--- src/rtl/pc_sequencer_if.sv ---
// Fetch-side handshake bundle for pc_sequencer: branch/jump resolution in, fetch PC and status out.
interface pc_sequencer_if;
  logic        advance;
  logic        redirect_req;
  logic [31:0] redirect_target;
  logic [31:0] pc;
  logic [31:0] pc_plus4;
  logic        in_delay_slot;
  logic        active;
  logic        addr_error;
  logic        slot_violation;
  logic [15:0] taken_count;

  modport master (
    output advance, redirect_req, redirect_target,
    input  pc, pc_plus4, in_delay_slot, active, addr_error, slot_violation, taken_count
  );

  modport slave (
    input  advance, redirect_req, redirect_target,
    output pc, pc_plus4, in_delay_slot, active, addr_error, slot_violation, taken_count
  );
endinterface

--- src/rtl/pc_sequencer.sv ---
// MIPS program-counter sequencer with one-instruction branch delay slot and halt-on-jump-to-zero.
// Optional feature macro: PC_SEQ_TAKEN_COUNT_EN builds the saturating taken-redirect counter.
module pc_sequencer #(
  parameter logic [31:0] RESET_VECTOR = 32'hBFC0_0000
) (
  input logic          clk,
  input logic          rst_n,
  pc_sequencer_if.slave bus
);

  typedef enum logic [1:0] {RUN, DELAY, HALT} state_e;

  state_e      state_q, state_d;
  logic [31:0] pc_q, pc_d;
  logic [31:0] pending_q, pending_d;
  logic        addr_err_q, addr_err_d;
  logic        slot_viol_q, slot_viol_d;
  logic        accept_redirect;

  always_ff @(posedge clk or negedge rst_n) begin
    if (!rst_n) begin
      state_q     <= RUN;
      pc_q        <= RESET_VECTOR;
      pending_q   <= '0;
      addr_err_q  <= 1'b0;
      slot_viol_q <= 1'b0;
    end else begin
      state_q     <= state_d;
      pc_q        <= pc_d;
      pending_q   <= pending_d;
      addr_err_q  <= addr_err_d;
      slot_viol_q <= slot_viol_d;
    end
  end

  always_comb begin
    state_d         = state_q;
    pc_d            = pc_q;
    pending_d       = pending_q;
    addr_err_d      = addr_err_q;
    slot_viol_d     = slot_viol_q;
    accept_redirect = 1'b0;
    if (bus.advance) begin
      unique case (state_q)
        RUN: begin
          pc_d = pc_q + 32'd4;
          if (bus.redirect_req) begin
            pending_d       = bus.redirect_target;
            state_d         = DELAY;
            accept_redirect = 1'b1;
          end
        end
        DELAY: begin
          // A redirect from the slot itself is flagged but never steers control flow.
          if (bus.redirect_req) slot_viol_d = 1'b1;
          if (pending_q[1:0] != 2'b00) begin
            addr_err_d = 1'b1;
            state_d    = HALT;
          end else if (pending_q == '0) begin
            pc_d    = '0;
            state_d = HALT;
          end else begin
            pc_d    = pending_q;
            state_d = RUN;
          end
        end
        default: ;
      endcase
    end
  end

`ifdef PC_SEQ_TAKEN_COUNT_EN
  logic [15:0] count_q, count_d;

  always_ff @(posedge clk or negedge rst_n) begin
    if (!rst_n) count_q <= '0;
    else        count_q <= count_d;
  end

  always_comb begin
    count_d = count_q;
    if (accept_redirect && count_q != '1) count_d = count_q + 16'd1;
  end

  assign bus.taken_count = count_q;
`else
  logic unused_accept;
  assign unused_accept   = accept_redirect;
  assign bus.taken_count = '0;
`endif

  assign bus.pc             = pc_q;
  assign bus.pc_plus4       = pc_q + 32'd4;
  assign bus.in_delay_slot  = (state_q == DELAY);
  assign bus.active         = (state_q != HALT);
  assign bus.addr_error     = addr_err_q;
  assign bus.slot_violation = slot_viol_q;

endmodule

--- src/flat_wrapper.sv ---
// flat-port wrapper written by rule: the top's interface ports become plain ports
module pc_sequencer_flat 
#(
  parameter logic [31:0] RESET_VECTOR = 32'hBFC0_0000
)
  (clk, rst_n, bus_advance, bus_redirect_req, bus_redirect_target, bus_pc, bus_pc_plus4, bus_in_delay_slot, bus_active, bus_addr_error, bus_slot_violation, bus_taken_count);
  pc_sequencer_if bus_i ();
  input logic clk;
  input logic rst_n;
  input wire logic [$bits(bus_i.advance)-1:0] bus_advance;
  input wire logic [$bits(bus_i.redirect_req)-1:0] bus_redirect_req;
  input wire logic [$bits(bus_i.redirect_target)-1:0] bus_redirect_target;
  output wire logic [$bits(bus_i.pc)-1:0] bus_pc;
  output wire logic [$bits(bus_i.pc_plus4)-1:0] bus_pc_plus4;
  output wire logic [$bits(bus_i.in_delay_slot)-1:0] bus_in_delay_slot;
  output wire logic [$bits(bus_i.active)-1:0] bus_active;
  output wire logic [$bits(bus_i.addr_error)-1:0] bus_addr_error;
  output wire logic [$bits(bus_i.slot_violation)-1:0] bus_slot_violation;
  output wire logic [$bits(bus_i.taken_count)-1:0] bus_taken_count;
  assign bus_i.advance = bus_advance;
  assign bus_i.redirect_req = bus_redirect_req;
  assign bus_i.redirect_target = bus_redirect_target;
  assign bus_pc = bus_i.pc;
  assign bus_pc_plus4 = bus_i.pc_plus4;
  assign bus_in_delay_slot = bus_i.in_delay_slot;
  assign bus_active = bus_i.active;
  assign bus_addr_error = bus_i.addr_error;
  assign bus_slot_violation = bus_i.slot_violation;
  assign bus_taken_count = bus_i.taken_count;
  pc_sequencer #(.RESET_VECTOR(RESET_VECTOR)) u_core (.clk(clk), .rst_n(rst_n), .bus(bus_i));
endmodule
--- config.mk ---
export PLATFORM = sky130hd
export DESIGN_NAME = pc_sequencer_flat
export DESIGN_NICKNAME = d
export VERILOG_FILES = /design/src/rtl/pc_sequencer_if.sv /design/src/rtl/pc_sequencer.sv /design/src/flat_wrapper.sv
export SDC_FILE = /design/constraint.sdc
export NUM_CORES = 1
export LEC_CHECK = 0
export CAP_MARGIN = 20
export CORE_ASPECT_RATIO = 1.5
export CORE_UTILIZATION = 45
export DETAILED_ROUTE_END_ITERATION = 6
export HOLD_SLACK_MARGIN = 0.12
export PLACE_DENSITY = 0.82
export SLEW_MARGIN = 20
export SYNTH_ARGS = -nofsm -noshare
export SYNTH_HDL_FRONTEND = slang
export SYNTH_SLANG_ARGS = --single-unit
export TNS_END_PERCENT = 30
--- constraint.sdc ---
create_clock -name clk -period 4.2 [get_ports clk]
set_input_delay 0.84 -clock clk [delete_from_list [all_inputs] [get_ports clk]]
set_output_delay 0.84 -clock clk [all_outputs]
set_load 0.01 [all_outputs]
==> out/results.ini, run 1 <==
[logic_synthesis]
syn_area_per_cell_um2 = 9.69
async_reset_ff_share_pct = 100
synth_cell_types = 51
synth_edf_count = 0
synth_seq_cells = 68
synth_ff_type = dfrtp_1
syn_inst = 425
netlist_area_mm2 = 0.00412
seq_area_frac_synth_pct = 41.6
yosys_warnings = 0

[placed_design]
port_buffers = 103
hpwlAfterDp_mm = 7.86
place_area_mm2 = 0.00514
place.gp.congestion = 0.846
pre_cts_slack_ns = 0.757
dp.cells = 609

[clocking]
cts.path.max_buffers = 2
cts-buffers-inserted = 9
cts-root-buf = clkbuf_16
cts_tree = done
clk_pin_slew_ns = 0.06
cts_resized = 0
insertion_delay_ns = 0.34
cts_setup_buffers = 0
clock_sinks = 68
h-tree-depth = 3
hold_buffers = 0

[min_path]
hold_path_depth = 1
hp-class = flop to flop

[power]
leakagePower_nw = 2.20
irDropWorstVdd_v = 0.000269
power_density_mw_per_mm2 = 596

[grt]
grt_pass1_vias = 3586
grt_usage_pct = 24.4
grt_pass1_wl_mm = 17.8
grt_antenna_before_repair = 0
grt_overflow = 0
grt_max_degree = 48

[sta]
maxSlewHeadroom_pct = 43.1
fin_crit_ns = 3.83
drv_slew = 0
timing.final.ws_setup_ns = 0.368
whs_ns = 0.479
clock_skew_ns = 0.00630
hold_violations = 0
clock.fmax_ghz = 0.261
min_period_over_period_pct = 91.2
setup_viol = 0
tightest_slew_ns = 0.847
grt_setup_unrepaired = no
tns_ns = 0

[cells_and_area]
drive_gt1_share_pct = 15.1
layoutNonFillerInstCount = 625
layout_commonest_cell = clkdlybuf4s50_1
fillCellCount = 760
area_delta_synth_final_pct = 32.6
multi_input_area_mm2 = 0.00218
diodes = 0
fin_nets = 547
register_area_mm2 = 0.00171
layout_common_cells = clkdlybuf4s50_1, dfrtp_1, nand2_1
fin_area_mm2 = 0.00546

[detailed_routing]
ant_nets = 0
first_pass_iters = 6
drt_iter0_drc = 338
m1WireLength_mm = 4.31
wl_met2_mm = 5.50
met3WireLength_um = 731
top_layer = met4
finalWirelength_mm = 11.0
drc = 0
vias = 3661
routedWlPerCell_um = 17.6
viasPerCell = 5.86

[floorplanning]
io_pins = 120
die_height_um = 119
rows = 42
start_util_pct = 46.4
die_area_mm2 = 0.00955
core_mm2 = 0.00888
dieWidth_um = 80.1

[critical_path]
crit_type = flop to output pin
startpoint_type = flop
cp-end-kind = output pin
worstRegToRegCells = 4
required_ns = 3.36
path_max_fanout = 11
worstPathArrival_ns = 2.99

[status]
run_status = finished, final reports clean

[run]
drv_cap = 0

## per-layer routing
metal | vias to the layer above | global-route usage, %
met5 | - | 0
met4 | 0 | 13.1
met3 | 48 | 4.44
met2 | 181 | 39.4
met1 | 1748 | 30.6
li1 | 1684 | -
## state kept, by name (all words and copies together) (netlist names)
| register | cells |
|---|---|
| u_core.bus.addr_error | 1 |
| u_core.bus.pc | 32 |
| u_core.bus.slot_violation | 1 |
| u_core.pending_q | 32 |
| u_core.state_q | 2 |
## metrics by stage
step	util, %	total power, mW
floorplan	-	1.85
global placement	57.9	2.41
detailed placement	57.9	2.45
CTS	61.5	3.26
global route	61.5	3.43
finish	61.5	3.26
## cells by family (layout without fill, tap and decap cells)
family | Yosys count | count (layout) | share of synthesized area (%)
other | 1 | 16 | 0.0910
multiplexers | 47 | 47 | 12.4
AO/OA/AOI/OAI | 71 | 71 | 12.1
flip-flops | 68 | 68 | 41.6
buffers and inverters | 59 | 134 | 7.38
XOR/XNOR | 28 | 28 | 5.95
adder cells (fa/ha/maj) | 1 | 1 | 0.304
AND/OR/NAND/NOR | 150 | 150 | 20.2
## synth_stat cells (7+ instances only)
cell | n | area (um2)
a2bb2oi_1 | 8 | 70.1
nand3_1 | 15 | 75.1
and4_1 | 7 | 61.3
nor2_1 | 21 | 78.8
nor4_1 | 12 | 75.1
dfrtp_1 | 59 | 1480
and2_1 | 10 | 62.6
xnor2_1 | 22 | 193
nand2_1 | 38 | 143
nand4_1 | 18 | 113
dfstp_2 | 9 | 236
mux2_2 | 33 | 372
clkbuf_1 | 23 | 86.3
buf_4 | 18 | 135
o21ai_0 | 7 | 35.0
a21oi_1 | 16 | 80.1
mux2i_1 | 14 | 140
## worst max-delay path, stage by stage (launching register included)
cell and delay, ns:
dfrtp_1 0.47, nand3_1 0.34, or4_4 0.68, nor3_1 0.42, xnor2_1 0.19, clkdlybuf4s50_1 0.56
## path summary, 6_finish.rpt
| path | start | endpoint | slack, ns |
|---|---|---|---|
| setup / recovery | u_core.bus.pc[4] | bus_pc_plus4[29] | 0.37 |
| hold / removal | u_core.bus.slot_violation | u_core.bus.slot_violation | 0.48 |
| setup reg to reg | u_core.bus.pc[4] | u_core.bus.pc[29] | 1.98 |
| hold reg to reg | u_core.bus.slot_violation | u_core.bus.slot_violation | 0.48 |
| max in group asynchronous | rst_n | u_core.bus.pc[24] | 2.88 |
| min in group asynchronous | rst_n | u_core.bus.pc[1] | 0.52 |
## power by group
group          internal (mW)  total [mW]  leakage [nW]  switching [mW]
clock network          0.517       0.798         0.155           0.281
registers              0.912        1.25         0.780           0.341
logic                  0.693        1.21          1.27           0.513
## cell type report
class | count | share of cell area, %
Sequential cell | 68 | 31.4
Tap cell | 110 | 2.52
Clock inverter | 7 | 1.67
Timing Repair Buffer | 112 | 20.1
Clock buffer | 9 | 4.12
Multi-Input combinational cell | 313 | 39.8
Inverter | 6 | 0.412
No activity file was read; power rests on OpenSTA's default activity.
==> run 2, diff against run 1 <==
--- a/config.mk
+++ b/config.mk
@@ -5,7 +5,7 @@
 export SDC_FILE = /design/constraint.sdc
 export NUM_CORES = 1
 export LEC_CHECK = 0
-export CAP_MARGIN = 20
+export CAP_MARGIN = 0
 export CORE_ASPECT_RATIO = 1.5
 export CORE_UTILIZATION = 45
 export DETAILED_ROUTE_END_ITERATION = 6
==> results of run 2 <==
Same layout as run 1: the final DEF is identical, and so are final timing and power.
==> run 3, diff against run 2 <==
--- a/config.mk
+++ b/config.mk
@@ -11,6 +11,7 @@
 export DETAILED_ROUTE_END_ITERATION = 6
 export HOLD_SLACK_MARGIN = 0.12
 export PLACE_DENSITY = 0.82
+export SETUP_SLACK_MARGIN = 0.5
 export SLEW_MARGIN = 20
 export SYNTH_ARGS = -nofsm -noshare
 export SYNTH_HDL_FRONTEND = slang
==> run 3 against run 2 <==
  * The flow now finishes with violations (DRC)
  * Critical path depth did not move
  * Flip-flop and latch count unchanged
  * Largest power group unchanged
  * Core utilization increased by 0.25 points
  * Clock power about the same
  * Final cell count unchanged
  * First-iteration DRC count decreased by 8.0%
  * Worst setup slack gained 0.16 ns
  * Global-route usage shrank 0.13 points
  * Register-to-register slack is essentially flat
  * Maximum frequency increased by 4.3%
==> out/results.ini, run 3 (same netlist as run 1, synthesis figures left out) <==
[floorplanning]
io_pins = 120
core_mm2 = 0.00888
die_area_mm2 = 0.00955
die_height_um = 119
rows = 42
dieWidth_um = 80.1
start_util_pct = 46.4

[power]
combPwrFrac_pct = 37.0
cellInternalPower_mw = 2.12
pwr-share-clk_pct = 24.4
power_density_mw_per_mm2 = 595
sw_frac_of_total_pct = 35.0
irDropWorstVdd_v = 0.000276
leakagePower_nw = 2.21
p_seq_share_pct = 38.6
p_sw_mw = 1.14

[cells_and_area]
drive_gt1_share_pct = 16.1
fillCellCount = 762
diodes = 0
fin_nets = 547
area_delta_synth_final_pct = 33.1
layout_commonest_cell = clkdlybuf4s50_1
layoutNonFillerInstCount = 625
layout_common_cells = clkdlybuf4s50_1, dfrtp_1, nand2_1

[sta]
grt_setup_unrepaired = yes
min_period_over_period_pct = 87.5
drv_slew = 0
fin_crit_ns = 3.68
maxSlewHeadroom_pct = 52.6
setup_viol = 0
hold_violations = 0
tightest_slew_ns = 0.711
whs_ns = 0.479
tns_ns = 0
clock.fmax_ghz = 0.272
clock_skew_ns = 0.00608
timing.final.ws_setup_ns = 0.525

[grt]
grt_pass1_vias = 3585
grt_usage_pct = 24.3
grt_pass1_wl_mm = 17.7
grt_antenna_before_repair = 0
grt_overflow = 0
grt_max_degree = 48

[status]
run_status = finished with violations
violations = DRC

[placed_design]
dp.cells = 609
pre_cts_slack_ns = 0.757
hpwlAfterDp_mm = 7.86
port_buffers = 103
place.gp.congestion = 0.846

[critical_path]
startpoint_type = flop
crit_type = flop to output pin
startpoint = u_core.bus.pc[8]
worstPathArrival_ns = 2.84
path_max_fanout = 10
worstReg2RegStart = u_core.state_q[0]
required_ns = 3.36
cp-end-kind = output pin

[detailed_routing]
finalWirelength_mm = 11.0
first_pass_iters = 7
ant_nets = 0
drc = 1
drt_iter0_drc = 311
vias = 3661
viasPerCell = 5.86
routedWlPerCell_um = 17.6

[min_path]
min-delay-start = u_core.bus.slot_violation
hp-class = flop to flop

[clocking]
cts.path.max_buffers = 2
cts_setup_buffers = 0
clk_pin_slew_ns = 0.06
hold_buffers = 0
cts-root-buf = clkbuf_16
h-tree-depth = 3
cts_tree = done
clock_sinks = 68
cts-buffers-inserted = 9
insertion_delay_ns = 0.34

[run]
drv_cap = 0

## run 3: changes by cell type in the layout (fill, tap and decap cells not counted)
cell and change:
dfrtp_1 -1, dfrtp_2 +1, nand3_1 -1, nand3_2 +1
nor3_1 -2, nor3_2 +2, nor4_1 -1, nor4_2 +1
## run 3: worst max-delay path, stage by stage (launching register included)
cell             delay [ns]
dfrtp_1                0.54
nand4_4                0.21
or4_4                  0.67
or3_1                  0.38
xnor2_1                0.15
clkdlybuf4s50_1        0.55
## run 3: worst paths after layout
path / endpoint / slack (ns) / cells past startpoint
setup / recovery: bus_pc_plus4[23] / 0.52 / 5
min in group asynchronous: u_core.bus.pc[1] / 0.52 / 1
hold / removal: u_core.bus.slot_violation / 0.48 / 1
max in group asynchronous: u_core.bus.pc[24] / 2.89 / 2
setup reg to reg: u_core.bus.pc[19] / 1.99 / 7
hold reg to reg: u_core.bus.slot_violation / 0.48 / 1
## run 3: power groups by stage
| stage | registers [mW] | logic [mW] | clock network (mW) |
|---|---|---|---|
| 3_5_place_dp | 1.25 | 1.20 | 0 |
| 2_1_floorplan | 1.14 | 0.714 | 0 |
| 4_1_cts | 1.25 | 1.21 | 0.806 |
| 6_report | 1.26 | 1.21 | 0.798 |
| 5_1_grt | 1.30 | 1.30 | 0.838 |
| 3_3_place_gp | 1.23 | 1.18 | 0 |
## run 3: layout make-up
type / count / area [um2] / share of cell area [%]
inverter: 6 / 22.5 / 0.411
sequential: 68 / 1710 / 31.3
clock inverter: 7 / 91.3 / 1.67
clock buffer: 9 / 225 / 4.11
timing repair buffer: 112 / 1100 / 20.0
tap: 110 / 138 / 2.51
multi-input combinational: 313 / 2200 / 40.1
## run 3: per-stage QoR
step	power (mW)	util [%]	cell area, um2
after floorplan	1.85	-	4180
after global placement	2.41	57.9	5140
after detailed placement	2.45	57.9	5140
after CTS	3.27	61.6	5470
after global routing	3.44	61.7	5480
final	3.26	61.7	5480
## run 3: per-layer routing
layer / global-route usage (%) / routed length, um / vias up
met5: 0 / 0 / -
met4: 13.3 / 363 / 0
met3: 4.44 / 665 / 39
met2: 39.0 / 5600 / 194
met1: 30.4 / 4400 / 1748
li1: - / - / 1680
## run 3: timing repair
action	in CTS	in global routing
hold endpoints to repair	0	0
gates resized for setup	2	3
pin swaps	0	0
endpoints found under the setup margin	5	5
